$ cat src/rtl/lsu_if.sv
// lsu_if: core-side request/response and data_mem-side bus of the load-store unit
interface lsu_if;
  logic        core_req_i;
  logic        core_we_i;
  logic [2:0]  core_size_i;
  logic [31:0] core_addr_i;
  logic [31:0] core_wd_i;
  logic [31:0] core_rd_o;
  logic        core_stall_o;
  logic        core_fault_o;
  logic        mem_req_o;
  logic        mem_we_o;
  logic [31:0] mem_addr_o;
  logic [31:0] mem_wd_o;
  logic [31:0] mem_rd_i;
  modport slave (
    input  core_req_i, core_we_i, core_size_i, core_addr_i, core_wd_i, mem_rd_i,
    output core_rd_o, core_stall_o, core_fault_o, mem_req_o, mem_we_o, mem_addr_o, mem_wd_o
  );
  modport master (
    output core_req_i, core_we_i, core_size_i, core_addr_i, core_wd_i, mem_rd_i,
    input  core_rd_o, core_stall_o, core_fault_o, mem_req_o, mem_we_o, mem_addr_o, mem_wd_o
  );
endinterface

$ cat src/rtl/lsu.sv
// lsu: RISC-V load/store to word-wide data_mem, sub-word stores via read-modify-write
// Optional LSU_MISALIGN_CHECK_EN: fault misaligned H/W accesses instead of truncating the offset
module lsu #(
  parameter int unsigned MEM_BYTES = 16384
) (
  input logic  clk_i,
  input logic  rst_i,
  lsu_if.slave bus
);
  typedef enum logic [1:0] {IDLE, LOAD_RESP, RMW_WRITE} state_t;
  state_t state_q, state_d;
  logic [1:0]  off_q, off_in;
  logic [2:0]  size_q;
  logic [31:0] wd_q, addr_q, rd_q;
  logic [31:0] shifted, ext, mask, merged;
  logic [15:0] half;
  logic        bad_size, bad_range, misalign, fault, accept, word_in;
  assign word_in   = bus.core_size_i[1:0] == 2'b10;
  assign bad_size  = bus.core_size_i == 3'b011 || bus.core_size_i[2:1] == 2'b11;
  assign bad_range = bus.core_addr_i >= 32'(MEM_BYTES);
`ifdef LSU_MISALIGN_CHECK_EN
  assign misalign  = (bus.core_size_i[0] && bus.core_addr_i[0]) || (word_in && bus.core_addr_i[1:0] != 2'b00);
`else
  assign misalign  = 1'b0;
`endif
  // Offset normalised to the access size; in the checking build misaligned requests never use it
  assign off_in = word_in ? 2'b00 : bus.core_size_i[0] ? {bus.core_addr_i[1], 1'b0} : bus.core_addr_i[1:0];
  assign fault  = state_q == IDLE && bus.core_req_i && (bad_size || bad_range || misalign);
  assign accept = state_q == IDLE && bus.core_req_i && !fault;
  assign shifted = bus.mem_rd_i >> {off_q, 3'b000};
  assign half    = off_q[1] ? bus.mem_rd_i[31:16] : bus.mem_rd_i[15:0];
  assign ext     = size_q[1] ? bus.mem_rd_i
                 : size_q[0] ? {{16{~size_q[2] & half[15]}}, half}
                 : {{24{~size_q[2] & shifted[7]}}, shifted[7:0]};
  assign mask    = (size_q[0] ? 32'h0000_FFFF : 32'h0000_00FF) << {off_q, 3'b000};
  assign merged  = (bus.mem_rd_i & ~mask) | ((wd_q << {off_q, 3'b000}) & mask);
  always_ff @(posedge clk_i or posedge rst_i) begin
    if (rst_i) begin
      state_q <= IDLE;
      off_q   <= '0;
      size_q  <= '0;
      wd_q    <= '0;
      addr_q  <= '0;
      rd_q    <= '0;
    end else begin
      state_q <= state_d;
      if (accept) begin
        off_q  <= off_in;
        size_q <= bus.core_size_i;
        wd_q   <= bus.core_wd_i;
        addr_q <= {bus.core_addr_i[31:2], 2'b00};
      end
      if (state_q == LOAD_RESP) rd_q <= ext;
    end
  end
  always_comb begin
    state_d          = state_q;
    bus.core_rd_o    = rd_q;
    bus.core_stall_o = 1'b0;
    bus.core_fault_o = 1'b0;
    bus.mem_req_o    = 1'b0;
    bus.mem_we_o     = 1'b0;
    bus.mem_addr_o   = state_q == IDLE ? {bus.core_addr_i[31:2], 2'b00} : addr_q;
    bus.mem_wd_o     = '0;
    if (state_q == IDLE) begin
      bus.core_fault_o = fault;
      if (accept) begin
        bus.mem_req_o = 1'b1;
        if (bus.core_we_i && word_in) begin
          bus.mem_we_o = 1'b1;
          bus.mem_wd_o = bus.core_wd_i;
        end else begin
          bus.core_stall_o = 1'b1;
          state_d          = bus.core_we_i ? RMW_WRITE : LOAD_RESP;
        end
      end
    end else if (state_q == LOAD_RESP) begin
      bus.core_rd_o = ext;
      state_d       = IDLE;
    end else begin
      bus.mem_req_o = 1'b1;
      bus.mem_we_o  = 1'b1;
      bus.mem_wd_o  = merged;
      state_d       = IDLE;
    end
    if (rst_i) begin
      bus.core_rd_o    = '0;
      bus.core_stall_o = 1'b0;
      bus.core_fault_o = 1'b0;
      bus.mem_req_o    = 1'b0;
      bus.mem_we_o     = 1'b0;
      bus.mem_addr_o   = '0;
      bus.mem_wd_o     = '0;
    end
  end
endmodule
$ cat src/flat_wrapper.sv
// flat-port wrapper written by rule: the top's interface ports become plain ports
module lsu_flat 
#(
  parameter int unsigned MEM_BYTES = 16384
)
  (clk_i, rst_i, bus_core_req_i, bus_core_we_i, bus_core_size_i, bus_core_addr_i, bus_core_wd_i, bus_mem_rd_i, bus_core_rd_o, bus_core_stall_o, bus_core_fault_o, bus_mem_req_o, bus_mem_we_o, bus_mem_addr_o, bus_mem_wd_o);
  lsu_if bus_i ();
  input logic clk_i;
  input logic rst_i;
  input wire logic [$bits(bus_i.core_req_i)-1:0] bus_core_req_i;
  input wire logic [$bits(bus_i.core_we_i)-1:0] bus_core_we_i;
  input wire logic [$bits(bus_i.core_size_i)-1:0] bus_core_size_i;
  input wire logic [$bits(bus_i.core_addr_i)-1:0] bus_core_addr_i;
  input wire logic [$bits(bus_i.core_wd_i)-1:0] bus_core_wd_i;
  input wire logic [$bits(bus_i.mem_rd_i)-1:0] bus_mem_rd_i;
  output wire logic [$bits(bus_i.core_rd_o)-1:0] bus_core_rd_o;
  output wire logic [$bits(bus_i.core_stall_o)-1:0] bus_core_stall_o;
  output wire logic [$bits(bus_i.core_fault_o)-1:0] bus_core_fault_o;
  output wire logic [$bits(bus_i.mem_req_o)-1:0] bus_mem_req_o;
  output wire logic [$bits(bus_i.mem_we_o)-1:0] bus_mem_we_o;
  output wire logic [$bits(bus_i.mem_addr_o)-1:0] bus_mem_addr_o;
  output wire logic [$bits(bus_i.mem_wd_o)-1:0] bus_mem_wd_o;
  assign bus_i.core_req_i = bus_core_req_i;
  assign bus_i.core_we_i = bus_core_we_i;
  assign bus_i.core_size_i = bus_core_size_i;
  assign bus_i.core_addr_i = bus_core_addr_i;
  assign bus_i.core_wd_i = bus_core_wd_i;
  assign bus_i.mem_rd_i = bus_mem_rd_i;
  assign bus_core_rd_o = bus_i.core_rd_o;
  assign bus_core_stall_o = bus_i.core_stall_o;
  assign bus_core_fault_o = bus_i.core_fault_o;
  assign bus_mem_req_o = bus_i.mem_req_o;
  assign bus_mem_we_o = bus_i.mem_we_o;
  assign bus_mem_addr_o = bus_i.mem_addr_o;
  assign bus_mem_wd_o = bus_i.mem_wd_o;
  lsu #(.MEM_BYTES(MEM_BYTES)) u_core (.clk_i(clk_i), .rst_i(rst_i), .bus(bus_i));
endmodule
$ cat config.mk
export PLATFORM = sky130hd
export DESIGN_NAME = lsu_flat
export DESIGN_NICKNAME = d
export VERILOG_FILES = /design/src/rtl/lsu_if.sv /design/src/rtl/lsu.sv /design/src/flat_wrapper.sv
export SDC_FILE = /design/constraint.sdc
export NUM_CORES = 1
export LEC_CHECK = 0
export ABC_CLOCK_PERIOD_IN_PS = 7200
export BUFFER_PORTS_ARGS = -buffer_cell sky130_fd_sc_hd__buf_2
export CORE_MARGIN = 5
export CORE_UTILIZATION = 31
export DETAILED_ROUTE_END_ITERATION = 7
export HOLD_SLACK_MARGIN = 0.08
export MAX_ROUTING_LAYER = met4
export PLACE_DENSITY = 0.53
export SLEW_MARGIN = 20
export SYNTH_ARGS = -nofsm -noshare
export SYNTH_HDL_FRONTEND = slang
export SYNTH_SLANG_ARGS = --single-unit
$ cat constraint.sdc
create_clock -name clk_i -period 7.2 [get_ports clk_i]
set_input_delay 1.44 -clock clk_i [delete_from_list [all_inputs] [get_ports clk_i]]
set_output_delay 1.44 -clock clk_i [all_outputs]
set_load 0.02 [all_outputs]
Yosys cells after proc, flatten, opt, wreduce, memory -nomap -nowiden
Cells that the tools add are included.
- flip-flop bits (word level): 101
- bits of input ports: 103
- output and inout port bits: 100
- word-level logic and storage cells: 66
- order comparisons: 1
- equal/unequal tests: 6
- shifts and indexed selects: 3
- multiplexer cells: 34
- bitwise gates (word level): 7
- reduce and logical (&&, ||, !) cells: 9
- operator list (operator ; number):
    $mux W32 ; 12
    $and A32 B32 Y32 ; 2
    $shl A32 B5 Y32 ; 2
    $ge A32 B15 Y1 const B ; 1
    $mux W16 ; 2
    $not A32 Y32 ; 1
    $or A32 B32 Y32 ; 1
    $shr A32 B5 Y8 ; 1
    $mux W1 ; 15
    $mux W2 ; 5
    $eq A2 B2 Y1 const B ; 2
    $logic_and A1 B1 Y1 ; 4
    $eq A3 B2 Y1 const B ; 1
    $and A1 B1 Y1 ; 2
    $eq A2 B1 Y1 const B ; 1
    $logic_not A2 Y1 ; 1
    $logic_or A1 B1 Y1 ; 2
    $ne A2 B1 Y1 const B ; 1
    $ne A2 B2 Y1 const B ; 1
    $reduce_and A2 Y1 ; 1
    $logic_not A1 Y1 ; 1
    $not A1 Y1 ; 1

Depth between registers and ports, before layout
Gate-level depths: netlist of the first run.
- depth after elaboration: 9
- gate-level depth with buffers: 8
- gate-level depth less buffers: 4

Worst setup path after synthesis of the first run
Ideal clock, no wire load.
- path kind: input port to output port
- from: input port rst_i
- to: output port bus_mem_wd_o[13]
- arrival time: 4.336 ns
- data required time: 5.760 ns
- setup slack: 1.424 ns
- stages on the path: 4
- path buffers: 0
- cell sequence: inv_1 > nand2_1 > a221o_1 > a21oi_1
- cells in the longest elaborated chain, start to end: 1
- ends and longest elaborated chain (element ; line ; source):
    start: declaration ; flat_wrapper.sv:9 ; input logic rst_i;
    $mux W32 ; lsu.sv:86 ; if (rst_i) begin
    end: declaration ; flat_wrapper.sv:22 ; output wire logic [$bits(bus_i.mem_wd_o)-1:0] bus_mem_wd_o;
No other way between the ends.

Worst setup path after layout of the first run
- from: input port bus_core_addr_i[30]
- to: output port bus_mem_wd_o[21]
- cells in the longest elaborated chain, start to end: 8
- ends and longest elaborated chain (element ; line ; source):
    start: declaration ; flat_wrapper.sv:13 ; input wire logic [$bits(bus_i.core_addr_i)-1:0] bus_core_addr_i;
    $ge A32 B15 Y1 ; lsu.sv:20 ; assign bad_range = bus.core_addr_i >= 32'(MEM_BYTES);
    $logic_or A1 B1 Y1 ; lsu.sv:28 ; assign fault = state_q == IDLE && bus.core_req_i && (bad_size || bad_range || misalign);
    $logic_and A1 B1 Y1 ; lsu.sv:28 ;
    $logic_not A1 Y1 ; lsu.sv:29 ; assign accept = state_q == IDLE && bus.core_req_i && !fault;
    $logic_and A1 B1 Y1 ; lsu.sv:29 ;
    $mux W32 ; lsu.sv:67 ; if (accept) begin
    $mux W32 ; lsu.sv:65 ; if (state_q == IDLE) begin
    $mux W32 ; lsu.sv:86 ;
No other way between the ends.

==> results_dict.tcl, run 1 <==
set metrics [dict create \
    post-route-drc-count 0 \
    period_needed_ns 5.06 \
    critPathRequiredTime_ns 5.76 \
    insertion_delay_ns 0.35 \
    floorplan.die.height_um 143 \
    path_clk_slew_ns 0.06 \
    seq_area_frac_synth_pct 38.9 \
    nNetsFinal 925 \
    cts_tree "yes" \
    timing.reg2reg.setup_slack_ns 4.57 \
    core.rowCount 48 \
    top_level_ports 203 \
    finalHoldViolations 0 \
    unrepaired_setup_endpoints_after_global_routing "no" \
    clock_tree.htree_level_count 3 \
    floorplan.die.width_um 143 \
    p_leak_nw 3.62 \
    cts_sinks 85 \
    number_of_standard_cells_after_synthesis 661 \
    drt-vias-per-instance 5.14 \
    vias_in_the_first_global_route 5239 \
    report.final.setup_viol 0 \
    multi_input_comb_area_um2 3050 \
    cts.path.max_buffers 2 \
    ir_drop_v 0.000115 \
    groute.usage.overall_pct 19.0 \
    ys_warn_count 0 \
    cp-start-kind "input port" \
    min_from "u_core.rd_q[15]" \
    ys_top_cells_by_area "dfrtp_1 39%, nand2_1 8.3%, a21oi_1 7.1%" \
    area_growth_pct 26.5 \
    post-cts-setup-buffers 0 \
    gp_congestion 0.859 \
    synthesis.area_um2 5470 \
    input_output_buffers 200 \
    clock_skew_ns 0.00729 \
    grt_remaining_overflow 0 \
    worst-setup-path-type "input port to output pin" \
    synthDominantAreaCellType "dfrtp_1" \
    worstRegToRegCells 4 \
    whs_endpoint "u_core.rd_q[15]" \
    synthDistinctLibCells 50 \
    cts-resized-gates 0 \
    crit_path_end_kind "output pin" \
    initialDrtViolationCount 276 \
    syn_avg_cell_area_um2 8.28 \
    total_power_density_per_cell_area_nw_per_um2 164 \
    floorplan.core_area_um2 17300 \
    ratio_of_cells_with_drive_above_1_in_the_final_layout_pct 30.8 \
    max_cap_violations 0 \
    postLayoutSetupSlackWorst_ns 2.14 \
    cp_max_fo 19 \
    final.fill_count 1835 \
    worst_slew_margin_rel_pct 25.3 \
    hpwl_um 14300 \
    initial_core_util_pct 31.6 \
    drt-total-wl_um 19000 \
    grt_first_pass_wirelength_um 29500 \
    routedWlPerCell_um 18.1 \
    reg2reg_to "u_core.rd_q[27]" \
    worst_hold_path_type "flop to flop" \
    regToRegStartpoint "u_core.off_q[1]" \
    num_vias 5408 \
    antenna-diode-count 0 \
    yosys_register_bits 85 \
    seq_area_um2 2130 \
    max_freq_mhz 198 \
    finalSetupTns_ns 0 \
    final_antenna_net_count 0 \
    cts.root.buffer_cell "clkbuf_16" \
    run_status "finished, final reports clean" \
    hold_path_depth 2 \
    transition_time_of_the_tightest_slew_check_pin_ns 1.11 \
    initial_antenna_violation_count 0 \
    cts_buffers 9 \
    synth.top_cell.area_share_pct 38.9 \
    crit_arrival_ns 3.62 \
    preCtsSetupSlack_ns 2.16 \
    cts-hold-fix-buffers 0 \
    fin_crit_sh_pct 70.3 \
    fp.dieArea_um2 20400 \
    drt_pre_antenna_iters 4 \
    max_slew_violation_total_from_the_final_report 0 \
    grt_max_degree 69 \
]
==> kinds of logic after synthesis <==
family	count (synthesis)	share of synthesized area [%]
compound gates	187	22.4
mux	46	9.38
flops	85	38.9
buf+inv	74	5.74
simple gates	268	23.5
other cells	1	0.0685
==> critical path: stages <==
cell and delay (ns):
buf_2 0.10, nor4_1 0.27, and4_1 0.69, and4_1 0.71
a22o_1 0.24, buf_2 0.16
==> through the flow <==
stage | area [µm²] | hold slack, ns | utilization, % | total power, mW | instances
after global placement | 6570 | 0.454 | 38.0 | 0.594 | 1036
after floorplan | 5480 | 0.439 | - | 0.532 | 662
after global routing | 6920 | 0.493 | 40.0 | 1.18 | 1052
after detailed placement | 6570 | 0.467 | 38.0 | 0.593 | 1036
after CTS | 6920 | 0.481 | 40.0 | 1.15 | 1052
final | 6920 | 0.484 | 40.0 | 1.14 | 1052
==> cell usage after synthesis (all sizes together) <==
master / n
a211o: 7
a211oi: 13
a21o: 6
a21oi: 78
a221o: 6
a22o: 15
a31oi: 2
and2: 19
and3: 4
and3b: 7
and4: 2
buf: 17
clkbuf: 41
conb: 1
dfrtp: 85
inv: 16
mux2: 32
mux2i: 13
mux4: 1
nand2: 121
nand2b: 5
nand3: 18
nand3b: 2
nand4: 3
nor2: 41
nor2b: 9
nor3: 15
nor3b: 2
nor4: 10
o21a: 1
o21ai: 28
o221a: 6
o221ai: 6
o22ai: 3
o2bb2ai: 8
o31ai: 4
o32ai: 4
or2: 2
or3: 4
or3b: 1
or4: 2
or4b: 1
==> worst max path at each step <==
stage	startpoint	end
global route	bus_core_addr_i[30]	bus_mem_wd_o[21]
detailed placement	bus_core_addr_i[22]	bus_mem_wd_o[21]
CTS	bus_core_addr_i[22]	bus_mem_wd_o[21]
global placement	bus_core_addr_i[22]	bus_mem_wd_o[18]
floorplan	rst_i	bus_mem_wd_o[13]
finish	bus_core_addr_i[30]	bus_mem_wd_o[21]
==> layout make-up <==
cell class                 count  area share (%)
tap                          225            4.07
clock buffer                  11            3.51
multi-input combinational    503            44.0
clock inverter                 5            1.54
sequential                    85            30.8
inverter                      16           0.886
timing repair buffer         207            15.2
==> placed cells by master, fill, tap and decap left out, types with 15 or more instances in the layout <==
cell type,netlist,layout
mux2_1,19,19
nand2_1,121,121
nand3_1,18,18
nor2_1,40,39
o21ai_0,28,28
nor3_1,15,15
buf_2,8,200
dfrtp_1,85,84
inv_1,16,15
a21oi_1,78,78
a22o_1,15,15
and2_1,19,19
==> metal layers <==
| layer | GRT usage, % | wire (µm) | up-vias |
|---|---|---|---|
| met5 | - | 0 | - |
| met4 | 3.55 | 178 | 0 |
| met3 | 4.55 | 1280 | 13 |
| met2 | 30.3 | 8870 | 163 |
| met1 | 25.0 | 8690 | 2552 |
| li1 | - | - | 2680 |
==> power by group <==
part	switching, mW	internal, mW
sequential	0.0000837	0.478
combinational	0.0678	0.0375
clock	0.204	0.350
total	0.272	0.865
==> state kept, by name, summed over array words and instances (netlist names) <==
name            flops
u_core.rd_q        32
u_core.wd_q        16
u_core.state_q      2
u_core.addr_q      30
u_core.size_q       3
u_core.off_q        2
(Power assumes the default switching activity.)
==> run 2, diff against run 1 <==
--- a/config.mk
+++ b/config.mk
@@ -5,14 +5,15 @@
 export SDC_FILE = /design/constraint.sdc
 export NUM_CORES = 1
 export LEC_CHECK = 0
-export ABC_CLOCK_PERIOD_IN_PS = 7200
+export ABC_AREA = 1
+export ABC_CLOCK_PERIOD_IN_PS = 4800
 export BUFFER_PORTS_ARGS = -buffer_cell sky130_fd_sc_hd__buf_2
 export CORE_MARGIN = 5
 export CORE_UTILIZATION = 31
 export DETAILED_ROUTE_END_ITERATION = 7
 export HOLD_SLACK_MARGIN = 0.08
 export MAX_ROUTING_LAYER = met4
-export PLACE_DENSITY = 0.53
+export PLACE_DENSITY = 0.52
 export SLEW_MARGIN = 20
 export SYNTH_ARGS = -nofsm -noshare
 export SYNTH_HDL_FRONTEND = slang
==> constraint.sdc (replaced) <==
create_clock -name clk_i -period 4.8 [get_ports clk_i]
set_input_delay 0.96 -clock clk_i [delete_from_list [all_inputs] [get_ports clk_i]]
set_output_delay 0.96 -clock clk_i [all_outputs]
set_load 0.02 [all_outputs]
==> results_dict.tcl, run 2 <==
set metrics [dict create \
    input_output_buffers 200 \
    crit_path_end_kind "output pin" \
    floorplan.core_area_um2 18800 \
    sw_frac_of_total_pct 26.6 \
    seq_area_frac_synth_pct 39.0 \
    number_of_standard_cells_after_synthesis 892 \
    cts_buffers 9 \
    totalPowerFinal_mw 1.73 \
    area_growth_pct 23.9 \
    post-route-drc-count 0 \
    pwr-share-clk_pct 42.4 \
    synth_edf_count 0 \
    p_leak_nw 3.88 \
    max_slew_violation_total_from_the_final_report 0 \
    synthesis.area_um2 5970 \
    async_flop_share_pct 100 \
    path_clk_slew_ns 0.06 \
    final.fill_count 2078 \
    initialDrtViolationCount 470 \
    power_frac_comb_pct 12.2 \
    fin_crit_sh_pct 83.1 \
    cp_max_fo 17 \
    num_vias 6420 \
    period_needed_ns 3.99 \
    cts-resized-gates 0 \
    p_sw_uw 459 \
    routedWlPerCell_um 17.5 \
    netlist_top_cells_count "227 x nand2_1, 109 x o21ai_0, 108 x a21oi_1, 93 x dfrtp_1, 91 x inv_1" \
    transition_time_of_the_tightest_slew_check_pin_ns 0.807 \
    final_cell_mix "227 x nand2_1, 200 x buf_2, 109 x o21ai_0" \
    final_common_cell "nand2_1" \
    finalSetupTns_ns 0 \
    ys_top_cells_by_area "dfrtp_1 39%, nand2_1 14%, o21ai_0 9.1%" \
    cts_sinks 93 \
    clock_skew_ns 0.00804 \
    top_level_ports 203 \
    nNetsFinal 1160 \
    synthFlopType "dfrtp_1" \
    drt-total-wl_um 23100 \
    worst_hold_path_type "flop to flop" \
    crit_arrival_ns 3.03 \
    synthDistinctLibCells 31 \
    drt-vias-per-instance 4.86 \
    worst-setup-path-type "input port to output pin" \
    hpwl_um 17400 \
    ratio_of_cells_with_drive_above_1_in_the_final_layout_pct 24.2 \
    seq_area_um2 2330 \
    ys_warn_count 0 \
    synth.top_cell.area_share_pct 39.0 \
    power.internal_mw 1.27 \
    fp.dieArea_um2 22100 \
    report.final.setup_viol 0 \
    grt_first_pass_wirelength_um 35000 \
    post-place-cells 1306 \
    syn_avg_cell_area_um2 6.69 \
    cts.root.buffer_cell "clkbuf_16" \
    unrepaired_setup_endpoints_after_global_routing "no" \
    multi_input_comb_area_um2 2980 \
    critPathRequiredTime_ns 3.84 \
    grt_max_degree 66 \
    insertion_delay_ns 0.35 \
    run_status "finished, final reports clean" \
    clock_tree.htree_level_count 3 \
    synthDominantAreaCellType "dfrtp_1" \
    max_freq_mhz 251 \
    floorplan.die.height_um 149 \
    top_register "u_core.rd_q" \
    gp_congestion 0.887 \
    largestRegisters "u_core.rd_q: 32 flops, u_core.addr_q: 30 flops, u_core.wd_q: 24 flops" \
    cp-start-kind "input port" \
    grt_remaining_overflow 0 \
    core.rowCount 50 \
    post-cts-setup-buffers 0 \
    largest_register_ffs 32 \
    cts.path.max_buffers 2 \
    vias_in_the_first_global_route 6135 \
    yosys_register_bits 93 \
    cts-hold-fix-buffers 0 \
    share_seq_of_total_power_pct 45.4 \
    groute.usage.overall_pct 20.9 \
    finalHoldViolations 0 \
    floorplan.die.width_um 149 \
    drt_pre_antenna_iters 5 \
    initial_antenna_violation_count 1 \
    worst_slew_margin_rel_pct 46.1 \
    most_frequent_cell_after_synthesis "nand2_1" \
    ir_drop_v 0.000154 \
    cts_tree "yes" \
    total_power_density_per_cell_area_nw_per_um2 233 \
    finish.cell_count_without_fillers 1321 \
    final_antenna_net_count 0 \
    initial_core_util_pct 31.7 \
    max_cap_violations 0 \
]
-- run 2: metal layers --
metal | track usage, % | wire [µm] | vias up | part of all wire, %
met5 | - | 0 | - | 0
met4 | 5.26 | 353 | 0 | 1.5
met3 | 3.92 | 1610 | 21 | 7.0
met2 | 31.1 | 10100 | 245 | 44
met1 | 29.6 | 11000 | 2933 | 48
li1 | - | - | 3221 | -
-- run 2: critical path, stage by stage --
cell,delay [ns]
buf_2,0.10
nor2_1,0.10
nand2_1,0.08
nor2_1,0.18
nand2_1,0.14
nor2_4,0.39
nand2_2,0.09
nand2_1,0.09
nand3_1,0.45
nor2_1,0.25
buf_2,0.19
-- run 2: area by class of cell --
class	count	share of cell area, %
Antenna cell	1	0.0338
Clock buffer	11	3.28
Clock inverter	3	0.626
Inverter	100	5.11
Multi-Input combinational cell	641	40.3
Sequential cell	93	31.5
Tap cell	260	4.40
Timing Repair Buffer	212	14.7
-- run 2: worst paths after layout --
| kind | from | to | slack, ns | cells after the start |
|---|---|---|---|---|
| min reg2reg | u_core.rd_q[13] | u_core.rd_q[13] | 0.48 | 2 |
| min in group asynchronous | rst_i | u_core.addr_q[5] | 0.78 | 2 |
| max reg2reg | u_core.state_q[1] | u_core.size_q[2] | 1.78 | 9 |
| min | u_core.rd_q[13] | u_core.rd_q[13] | 0.48 | 2 |
| max in group asynchronous | rst_i | u_core.rd_q[14] | 3.09 | 3 |
| max | bus_core_addr_i[15] | bus_mem_wd_o[3] | 0.81 | 11 |
-- run 2: metrics by stage --
step                hold WS (ns)  utilization [%]  cell area [µm²]  setup slack, ns
floorplan                  0.444                -             5970            0.680
global placement           0.456             37.7             7110            0.772
detailed placement         0.460             37.7             7110            0.763
CTS                        0.478             39.3             7390            0.756
global route               0.494             39.3             7400            0.608
finish                     0.476             39.3             7400            0.811
-- run 2: cell families (layout without fill, tap and decap cells) --
logic type	count (synthesis)	count (layout)	synth area share, %
other cells	1	3	0.0628
compound gates	249	249	21.9
simple gates	390	390	28.0
buf+inv	159	326	11.1
flops	93	93	39.0
-- run 2: power groups by stage --
| stage | Sequential [mW] | Clock, mW | Combinational, mW |
|---|---|---|---|
| after CTS | 0.783 | 0.750 | 0.212 |
| after global routing | 0.783 | 0.785 | 0.231 |
| final | 0.783 | 0.731 | 0.210 |
| after detailed placement | 0.798 | 0 | 0.211 |
| after global placement | 0.798 | 0 | 0.213 |
| after floorplan | 0.798 | 0 | 0.102 |
